**src/rtl/ps2_key_decoder.sv**
```systemverilog
// PS/2 keyboard frame receiver and scan-code decoder.
// Emits one-cycle left/right/start events; discarded frames pulse frame_err.
module ps2_key_decoder #(
  parameter int CLK_HZ     = 50_000_000,
  parameter int TIMEOUT_US = 1000
) (
  input  logic       clk,
  input  logic       rst,
  input  logic       PS2Clk,
  input  logic       PS2Data,
  output logic [1:0] key,
  output logic       frame_err
);

  localparam int LIMIT = CLK_HZ / 1_000_000 * TIMEOUT_US;
  localparam int TW    = $clog2(LIMIT + 1);

  typedef enum logic [1:0] {IDLE, EXT, BRK, EXT_BRK} state_t;

  logic [2:0]    c_sync;
  logic [2:0]    d_sync;
  logic [3:0]    bit_cnt;
  logic [7:0]    shreg;
  logic          par_bit;
  logic [TW-1:0] tcnt;
  logic          byte_valid;
  logic [7:0]    byte_q;
  state_t        state;
  logic          held_l;
  logic          held_r;
  logic          held_s;

  logic ps2_fall;
  logic ps2_bit;
  logic frame_ok;
  logic tout;
  logic abort;

  assign ps2_fall = c_sync[2] & ~c_sync[1];
  assign ps2_bit  = d_sync[2];
  assign frame_ok = (^{shreg, par_bit}) & ps2_bit;
  assign tout     = (bit_cnt != 4'd0) && !ps2_fall
                  && (tcnt == TW'(LIMIT));
  assign abort    = tout
                  || (ps2_fall && bit_cnt == 4'd10 && !frame_ok);

  always_ff @(posedge clk or negedge rst) begin
    if (!rst) begin
      c_sync     <= 3'b111;
      d_sync     <= 3'b111;
      bit_cnt    <= 4'd0;
      shreg      <= 8'h00;
      par_bit    <= 1'b0;
      tcnt       <= '0;
      byte_valid <= 1'b0;
      byte_q     <= 8'h00;
      frame_err  <= 1'b0;
    end else begin
      c_sync     <= {c_sync[1:0], PS2Clk};
      d_sync     <= {d_sync[1:0], PS2Data};
      byte_valid <= 1'b0;
      frame_err  <= 1'b0;
      if (ps2_fall) begin
        tcnt <= '0;
        unique case (1'b1)
          bit_cnt == 4'd0: begin
            if (!ps2_bit) bit_cnt <= 4'd1;
          end
          bit_cnt == 4'd9: begin
            par_bit <= ps2_bit;
            bit_cnt <= 4'd10;
          end
          bit_cnt == 4'd10: begin
            bit_cnt <= 4'd0;
            if (frame_ok) begin
              byte_valid <= 1'b1;
              byte_q     <= shreg;
            end else begin
              frame_err <= 1'b1;
            end
          end
          default: begin
            shreg   <= {ps2_bit, shreg[7:1]};
            bit_cnt <= bit_cnt + 4'd1;
          end
        endcase
      end else if (tout) begin
        tcnt      <= '0;
        bit_cnt   <= 4'd0;
        frame_err <= 1'b1;
      end else if (bit_cnt != 4'd0) begin
        tcnt <= tcnt + 1'b1;
      end else begin
        tcnt <= '0;
      end
    end
  end

  // A make only pulses when the key was not already held (typematic filter)
  always_ff @(posedge clk or negedge rst) begin
    if (!rst) begin
      state  <= IDLE;
      key    <= 2'b00;
      held_l <= 1'b0;
      held_r <= 1'b0;
      held_s <= 1'b0;
    end else begin
      key <= 2'b00;
      if (abort) begin
        state <= IDLE;
      end else if (byte_valid) begin
        unique case (state)
          IDLE: begin
            if (byte_q == 8'hE0) state <= EXT;
            if (byte_q == 8'hF0) state <= BRK;
            if (byte_q == 8'h29) begin
              if (!held_s) key <= 2'b11;
              held_s <= 1'b1;
            end
          end
          EXT: begin
            state <= (byte_q == 8'hF0) ? EXT_BRK : IDLE;
            if (byte_q == 8'h6B) begin
              if (!held_l) key <= 2'b01;
              held_l <= 1'b1;
            end
            if (byte_q == 8'h74) begin
              if (!held_r) key <= 2'b10;
              held_r <= 1'b1;
            end
          end
          BRK: begin
            state <= IDLE;
            if (byte_q == 8'h29) held_s <= 1'b0;
          end
          EXT_BRK: begin
            state <= IDLE;
            if (byte_q == 8'h6B) held_l <= 1'b0;
            if (byte_q == 8'h74) held_r <= 1'b0;
          end
        endcase
      end
    end
  end

endmodule

```
**config.mk**
```make
export PLATFORM = sky130hd
export DESIGN_NAME = ps2_key_decoder
export DESIGN_NICKNAME = d
export VERILOG_FILES = /design/src/rtl/ps2_key_decoder.sv
export SDC_FILE = /design/constraint.sdc
export NUM_CORES = 1
export LEC_CHECK = 0
export ABC_AREA = 1
export BUFFER_PORTS_ARGS = -buffer_cell sky130_fd_sc_hd__buf_2
export CAP_MARGIN = 20
export CELL_PAD_IN_SITES_DETAIL_PLACEMENT = 1
export CELL_PAD_IN_SITES_GLOBAL_PLACEMENT = 1
export CORE_MARGIN = 2
export CORE_UTILIZATION = 43
export CTS_CLUSTER_SIZE = 40
export DETAILED_ROUTE_END_ITERATION = 8
export PLACE_DENSITY_LB_ADDON = 0.25
export SLEW_MARGIN = 25
export SYNTH_ARGS = -nofsm -noshare
export SYNTH_HDL_FRONTEND = slang
export SYNTH_SLANG_ARGS = --single-unit
```
**constraint.sdc**
```tcl
create_clock -name clk -period 1.45 [get_ports clk]
set_input_delay 0 -clock clk [delete_from_list [all_inputs] [get_ports clk]]
set_output_delay 0 -clock clk [all_outputs]
set_load 0.05 [all_outputs]
```
## Word level (Yosys, flattened, before mapping)

Cells that the tools add are included.

- Flip-flop bits (word level): 52
- Input bits: 4
- Output and inout bits: 3
- Word-level logic and storage cells: 103

- $add $sub $neg: 2
- Eq/ne operators: 19
- Mux-type cells: 38
- Bitwise operators: 5
- Reduce and logical (&&, ||, !) cells: 25

Operator list:

| kind | count |
|---|---|
| two-way mux 16 bit | 3 |
| two-way mux 2 bit | 11 |
| adder 16 x 1 -> 16 bit (second input constant) | 1 |
| equality test 16 bit (second input constant) | 1 |
| equality test 8 x 7 -> 1 bit (second input constant) | 2 |
| equality test 8 bit (second input constant) | 2 |
| two-way mux 1 bit | 15 |
| AND reduction 5 bit | 3 |
| two-way mux 4 bit | 3 |
| inequality test 2 bit (second input constant) | 6 |
| one-hot mux 4 bit (3 select lines) | 1 |
| XOR reduction 9 bit | 1 |
| equality test 4 bit (second input constant) | 2 |
| equality test 8 x 6 -> 1 bit (second input constant) | 1 |
| AND reduction 2 bit | 4 |
| nonzero test 2 bit | 4 |
| one-hot mux 1 bit (2 select lines) | 3 |
| one-hot mux 2 bit (3 select lines) | 1 |
| adder 4 x 1 -> 4 bit (second input constant) | 1 |
| equality test 2 bit (second input constant) | 2 |
| logical AND 1 bit | 4 |
| zero test 4 bit | 1 |
| inequality test 4 bit (second input constant) | 1 |
| one-hot mux 2 bit (2 select lines) | 1 |
| other kinds (11) | 15 |

## Logic depth before layout (Yosys ltp)

Gate-level depths: netlist (run 1).

- Word-level depth: 8
- Mapped depth: 14
- Gate-level depth less buffers: 14

## Worst setup path before layout (run 1)

Ideal clock, no wire load.

- Kind: flip-flop to flip-flop
- Start point: reg tcnt[0]
- End point: reg tcnt[7]
- Library setup time: 0.123 ns
- Arrival: 1.458 ns
- Required time: 1.327 ns
- Setup slack: -0.132 ns
- Stages on the path, launching flop included: 11
- Buffers on the path: 1
- Period minus slack after synthesis: 1.582 ns
- Path through: dfrtp_1 > inv_1 > ha_1 > inv_1 > nor4_1 > nand3_2 > nand2_1 > inv_1 > nand2_2 > buf_6 > nor3_1

- Cells in the longest elaborated chain, start to end: 4
- Elaborated cells between the ends (all ways): 6
- Classes of those cells: add/sub (1); eq/ne (1); mux (3); reduce/logical (1)

Ends and longest elaborated chain:

| element | line | RTL |
|---|---|---|
| start, declared | 25 | `logic [TW-1:0] tcnt;` |
| start signal, assigned | 92 | `tcnt <= tcnt + 1'b1;` |
| adder 16 x 1 -> 16 bit or equality test 16 bit (tied branches) | 92, 43 |  |
| two-way mux 16 bit or logical AND 1 bit (tied branches) | 91, 43 |  |
| two-way mux 16 bit (*) | 87 | `end else if (tout) begin` |
| two-way mux 16 bit (*) | 63 | `if (ps2_fall) begin` |

Every way passes the cells marked *; elsewhere a longest branch is shown, timed or not.
A chain may end at the register's enable or synchronous reset.

## Worst setup path in the final report (run 1)

- Start point: reg par_bit
- End point: reg held_r

- Cells in the longest elaborated chain, start to end: 7

Ends and longest elaborated chain:

| element | line | RTL |
|---|---|---|
| start, declared | 24 | `logic par_bit;` |
| start signal, assigned | 70 | `par_bit <= ps2_bit;` |
| XOR reduction 9 bit | 41 | `assign frame_ok = (^{shreg, par_bit}) & ps2_bit;` |
| bitwise AND 1 bit | 41 |  |
| zero test 1 bit | 45 | `\|\| (ps2_fall && bit_cnt == 4'd10 && !frame_ok);` |
| logical AND 1 bit | 45 |  |
| logical OR 1 bit | 45 |  |
| NOT 1 bit (no line) | -- |  |
| AND reduction 5 bit (no line) | -- |  |
| end signal, assigned | 105 | `held_r <= 1'b0;` |
| end signal, assigned | 129 | `held_r <= 1'b1;` |
| end signal, assigned | 139 | `if (byte_q == 8'h74) held_r <= 1'b0;` |
| end, declared | 30 | `logic held_r;` |

No other way between the ends.

==> results of run 1 <==
sequential cells by signal, indices dropped and copies added, names as in the netlist:
signal,flops
tcnt,16
bit_cnt,4
c_sync,3
key,2
frame_err,1
held_l,1
byte_q,8
par_bit,1
shreg,8
byte_valid,1
d_sync,3
state,2
held_s,1
held_r,1
Yosys cell counts (4+ instances only):
master and count:
nand3_2 4, dfrtp_1 46, inv_1 47, nand4_1 10, ha_1 6, nor3_1 8, nand3_1 12, o21ai_2 6
dfstp_2 6, xnor2_1 4, inv_2 7, nor4_1 5, o21ai_0 11, a21oi_1 14, nand2_1 72, nor2_4 4
nor2_1 32
routing by layer:
layer,GRT usage (%),part of all wire (%),vias to the layer above
met5,0,0,-
met4,9.54,4.8,0
met3,4.27,4.3,52
met2,52.7,53,122
met1,34.6,38,1526
li1,-,-,1250
how the worst max path moves through the flow:
stage                           start                endpoint  slack [ns]  cells past startpoint
2_1_floorplan  bit_cnt[0]$_DFFE_PN0P_       tcnt[7]$_DFF_PN0_       -0.03                     11
3_3_place_gp   bit_cnt[0]$_DFFE_PN0P_  bit_cnt[1]$_DFFE_PN0P_       -0.15                     10
3_5_place_dp        tcnt[4]$_DFF_PN0_       tcnt[9]$_DFF_PN0_       -0.23                      9
4_1_cts          shreg[3]$_DFFE_PN0P_      held_s$_DFFE_PN0P_       -0.22                     14
5_1_grt           par_bit$_DFFE_PN0P_      held_l$_DFFE_PN0P_       -0.77                     13
6_report          par_bit$_DFFE_PN0P_      held_r$_DFFE_PN0P_       -0.65                     13
cell families (layout without fill, tap and decap cells):
logic type	Yosys count	count (layout)	synth area share, %
AND/OR/NAND/NOR	159	160	29.5
XOR/XNOR	6	6	1.95
adder cells (fa/ha/maj)	6	6	2.79
flip-flops	52	52	48.6
AO/OA/AOI/OAI	39	39	8.51
buffers and inverters	57	171	8.65
worst max-delay path, delay by kind of cell (launching register included):
kind          cells  cell delay [ns]
simple gates     10             1.36
flops             1             0.41
buf+inv           3             0.25
what timing repair did:
item | CTS | global route
endpoints found under the setup margin | 46 | 46
hold buffers | 3 | 0
cloned | 2 | 2
hold endpoints to repair | 17 | 0
buffers inserted | 27 | 19
gates resized for setup | 72 | 91
pin swaps | 22 | 28
power breakdown:
group | total [mW] | switching, mW | leakage (nW) | internal, mW
clock | 0.893 | 0.547 | 0.0414 | 0.346
combinational | 3.78 | 2.17 | 1.32 | 1.61
sequential | 2.01 | 0.319 | 0.688 | 1.69
total | 6.69 | 3.04 | 2.05 | 3.65
area by class of cell:
type	instances	share of cell area (%)
Clock buffer	6	1.67
Clock inverter	2	0.374
Inverter	54	5.00
Multi-Input combinational cell	211	39.5
Sequential cell	52	30.1
Tap cell	75	2.16
Timing Repair Buffer	109	21.2
==> impl_metrics.json, run 1 <==
{
  "final_layout_size_suffix_gt1_share_pct": 58.3,
  "slew_viol_final": 0,
  "crit_type": "flip-flop to flip-flop",
  "syn_to_final_growth_pct": 61.7,
  "ctsLongestPathBuffers": 2,
  "setup_ws_ns": -0.647,
  "finalSetupTns_ns": -17.15,
  "skew_ns": 0.0215,
  "dieArea_um2": 6910,
  "coreArea_um2": 5990,
  "cap_violations": 0,
  "finalNonFillerCells": 509,
  "grt_pass1_vias": 3003,
  "synth_area_per_cell_um2": 8.44,
  "gp_congestion": 0.799,
  "setup_viol": 46,
  "ir_drop_mv": 1.05,
  "drtAntennaViolNets": 0,
  "synth_seq_cells": 52,
  "start_kind": "flip-flop",
  "clkTransAtPathRegs_ns": 0.11,
  "drtPass1Iterations": 4,
  "ys_top_cells_by_area": "dfrtp_1 (43%), nand2_1 (10%), inv_1 (6.6%)",
  "vias_per_cell": 5.80,
  "netlist_instances": 319,
  "worstMarginPinSlew_ns": 0.560,
  "tritoncts": "done",
  "grt_pass1_wl_um": 15800,
  "endpoint_kind": "flip-flop",
  "dieHeight_um": 83.1,
  "rr_endpoint": "held_r$_DFFE_PN0P_",
  "num_vias": 2950,
  "final_common_cell": "buf_4",
  "clock-root-buffer": "clkbuf_8",
  "multiInputGateArea_um2": 1720,
  "min_period_ns": 2.10,
  "place_area_um2": 3250,
  "hp-class": "primary input to asynchronous set/reset pin",
  "final_util_pct": 72.7,
  "ys_types": 32,
  "drc": 0,
  "wl_per_cell_um": 25.4,
  "powerDensity_nw_per_um2": 1540,
  "dp_hpwl_um": 4970,
  "timing.final.hold_violations": 0,
  "synth.net_count": 329,
  "num_rows": 28,
  "regArea_um2": 1310,
  "synth_edf_count": 0,
  "max_stage_delay_ns": 0.41,
  "initial_core_util_pct": 44.9,
  "antenna_found_initial": 0,
  "slew_headroom_pct": 62.7,
  "layout_common_cells": "buf_4 (84), dfrtp_1 (46), nand2_1 (40)",
  "cp_max_fo": 2,
  "numCtsBuffers": 5,
  "yosysSeqAreaShare_pct": 48.6,
  "p_total_mw": 6.69,
  "htree_levels": 2,
  "synth_area_leader_cell": "dfrtp_1",
  "grtUsageTotal_pct": 28.9,
  "fin_crit_sh_pct": 145,
  "r2r_setup_slack_ns": -0.65,
  "arrival_ns": 2.34,
  "port-buffer-count": 6,
  "worstPathCellList": "inv_1 -> nor2_1 -> nor2_1 -> nand2_1 -> nand2_1 -> nand3_1 -> nand3_2 -> nand2_4 -> buf_4 -> nand4_1 -> nand2_1 -> inv_1 -> nor2_1",
  "drt_wl_total_um": 12900,
  "first_iter_violations": 212,
  "finalInstanceArea_um2": 4350,
  "final_nets": 443,
  "cts_sinks": 52,
  "async_flop_share_pct": 100,
  "required_ns": 1.69,
  "dpl.cell_count": 452,
  "syn_area_um2": 2690,
  "power.leakage_nw": 2.05,
  "fill_cells": 626,
  "overflow": 0,
  "reg2reg_from": "par_bit$_DFFE_PN0P_",
  "worstSkewPairLatency_ns": 0.32,
  "holdWs_ns": 0.232,
  "r2r_cells": 13,
  "crit_path_top_delay_cell": "dfrtp_1",
  "insertedDiodeCount": 0,
  "fp.dieW_um": 83.1,
  "violations": "setup timing",
  "synthFlopType": "dfrtp_1",
  "synth-warning-count": 0,
  "post-place-ws_ns": -0.228,
  "grt_max_degree": 23,
  "outcome": "finished with violations",
  "clock.fmax_mhz": 477,
  "grt_setup_unrepaired": "true",
  "synth_top_area_share_pct": 42.8,
  "io_pins": 7
}
Power figures use the tool's default switching activity.
==> run 2: changes to the inputs <==
--- a/config.mk
+++ b/config.mk
@@ -6,12 +6,12 @@
 export NUM_CORES = 1
 export LEC_CHECK = 0
 export ABC_AREA = 1
-export BUFFER_PORTS_ARGS = -buffer_cell sky130_fd_sc_hd__buf_2
+export BUFFER_PORTS_ARGS = -buffer_cell sky130_fd_sc_hd__buf_4
 export CAP_MARGIN = 20
 export CELL_PAD_IN_SITES_DETAIL_PLACEMENT = 1
 export CELL_PAD_IN_SITES_GLOBAL_PLACEMENT = 1
 export CORE_MARGIN = 2
-export CORE_UTILIZATION = 43
+export CORE_UTILIZATION = 51
 export CTS_CLUSTER_SIZE = 40
 export DETAILED_ROUTE_END_ITERATION = 8
 export PLACE_DENSITY_LB_ADDON = 0.25
==> constraint.sdc (replaced) <==
create_clock -name clk -period 2.7 [get_ports clk]
set_input_delay 0 -clock clk [delete_from_list [all_inputs] [get_ports clk]]
set_output_delay 0 -clock clk [all_outputs]
set_load 0.05 [all_outputs]
==> impl_metrics.json, run 2 (synthesis results as in run 1) <==
{
  "outcome": "completed",
  "ctsLongestPathBuffers": 2,
  "cts_sinks": 52,
  "cp_max_fo": 12,
  "slew_headroom_pct": 56.9,
  "wl_per_cell_um": 14.2,
  "grtUsageTotal_pct": 21.8,
  "first_iter_violations": 57,
  "coreArea_um2": 5110,
  "drtPass1Iterations": 4,
  "dieArea_um2": 5870,
  "ir_drop_mv": 0.349,
  "arrival_ns": 2.22,
  "largest_reg_flops": 16,
  "syn_to_final_growth_pct": 8.41,
  "largestRegisters": "tcnt (16), byte_q (8), shreg (8)",
  "grt_pass1_vias": 2249,
  "num_rows": 26,
  "port-buffer-count": 6,
  "vias_per_cell": 5.17,
  "grt_pass1_wl_um": 10400,
  "skew_ns": 0.00820,
  "drt_wl_total_um": 5700,
  "slew_viol_final": 0,
  "finalSetupTns_ns": 0,
  "cts_setup_buffers": 0,
  "required_ns": 2.89,
  "fin_crit_sh_pct": 75.1,
  "fp.dieW_um": 76.6,
  "cap_violations": 0,
  "crit_type": "flip-flop to flip-flop",
  "clock.fmax_mhz": 493,
  "place_area_um2": 2790,
  "overflow": 0,
  "initial_core_util_pct": 52.7,
  "gp_congestion": 0.802,
  "drc": 0,
  "dieHeight_um": 76.6,
  "tritoncts": "done",
  "htree_levels": 2,
  "insertedDiodeCount": 0,
  "worstSkewPairLatency_ns": 0.30,
  "finalInstanceArea_um2": 2920,
  "setup_viol": 0,
  "regMostFlops": "tcnt",
  "drtAntennaViolNets": 0,
  "final_nets": 342,
  "hp-class": "primary input to asynchronous set/reset pin",
  "numCtsBuffers": 5,
  "grt_setup_unrepaired": "false",
  "layout_common_cells": "nand2_1 (72), inv_1 (47), dfrtp_1 (46)",
  "post-place-ws_ns": 0.662,
  "clkTransAtPathRegs_ns": 0.09,
  "io_pins": 7,
  "final_layout_size_suffix_gt1_share_pct": 15.6,
  "setup_ws_ns": 0.672,
  "r2r_setup_slack_ns": 0.67,
  "clock-root-buffer": "clkbuf_8",
  "worstMarginPinSlew_ns": 0.647,
  "power.leakage_nw": 1.41,
  "timing.final.hold_violations": 0,
  "endpoint_kind": "flip-flop",
  "antenna_found_initial": 0,
  "grt_max_degree": 53,
  "num_vias": 2084,
  "powerDensity_nw_per_um2": 754,
  "start_kind": "flip-flop",
  "ctsResizeCount": 0,
  "final_common_cell": "nand2_1",
  "min_period_ns": 2.03,
  "dp_hpwl_um": 4320
}
## run 2: cell count changes in the layout (fill, tap and decap cells not counted), sizes merged
cell    change
nand2       -1
clkinv      -1
clkbuf      +1
buf       -100
## run 2: path summary, 6_finish.rpt
check / startpoint / end / cells after the start
setup / recovery: bit_cnt[0]$_DFFE_PN0P_ / tcnt[11]$_DFF_PN0_ / 12
hold / removal: rst / state[0]$_DFFE_PN0P_ / 2
setup reg to reg: bit_cnt[0]$_DFFE_PN0P_ / tcnt[11]$_DFF_PN0_ / 12
hold reg to reg: c_sync[0]$_DFF_PN1_ / c_sync[1]$_DFF_PN1_ / 0
max in group asynchronous: rst / tcnt[14]$_DFF_PN0_ / 2
min in group clk: PS2Data / d_sync[0]$_DFF_PN1_ / 2
## run 2: layout make-up
| type | count | area (um^2) |
|---|---|---|
| clock inverters | 1 | 7.51 |
| fillers | 640 | 2190 |
| flip-flops and latches | 52 | 1310 |
| clock buffers | 7 | 86.3 |
| repair buffers | 9 | 75.1 |
| well taps | 70 | 87.6 |
| multi-input cells | 210 | 1150 |
| inverters | 54 | 203 |
## run 2: critical path, stage by stage, from the launching register on
cell and delay, ns:
dfrtp_1 0.42, inv_1 0.10, ha_1 0.20, nand3_1 0.15, inv_1 0.09, nor2_1 0.12, nand3_2 0.13, nand2_1 0.12
inv_1 0.06, nand2_2 0.22, inv_1 0.15, nand2_1 0.10, a21oi_1 0.04
## run 2: layer usage
layer,wire (um),track usage (%),vias up
met1,2530,27.4,1024
met4,21,4.91,0
li1,-,-,1037
met3,120,3.32,2
met5,0,0,-
met2,3030,39.6,21
## run 2: stage by stage
stage,instances,power [mW],utilization [%],hold slack (ns)
after detailed placement,392,1.76,54.7,0.0772
after CTS,403,2.23,57.1,0.282
after global placement,392,1.70,54.7,0.0744
after global routing,403,2.39,57.1,0.354
after floorplan,319,1.58,-,-0.296
final,403,2.20,57.1,0.320
## run 2: what timing repair did
item	in CTS	in global routing
hold buffers	3	0
endpoints found under the hold margin	48	0
setup endpoints to repair	0	0
## run 2: power breakdown
part | switching (mW) | internal [mW] | total (mW) | leakage, nW
logic | 0.463 | 0.229 | 0.692 | 0.676
clock network | 0.251 | 0.209 | 0.459 | 0.0445
registers | 0.138 | 0.910 | 1.05 | 0.688
total | 0.852 | 1.35 | 2.20 | 1.41
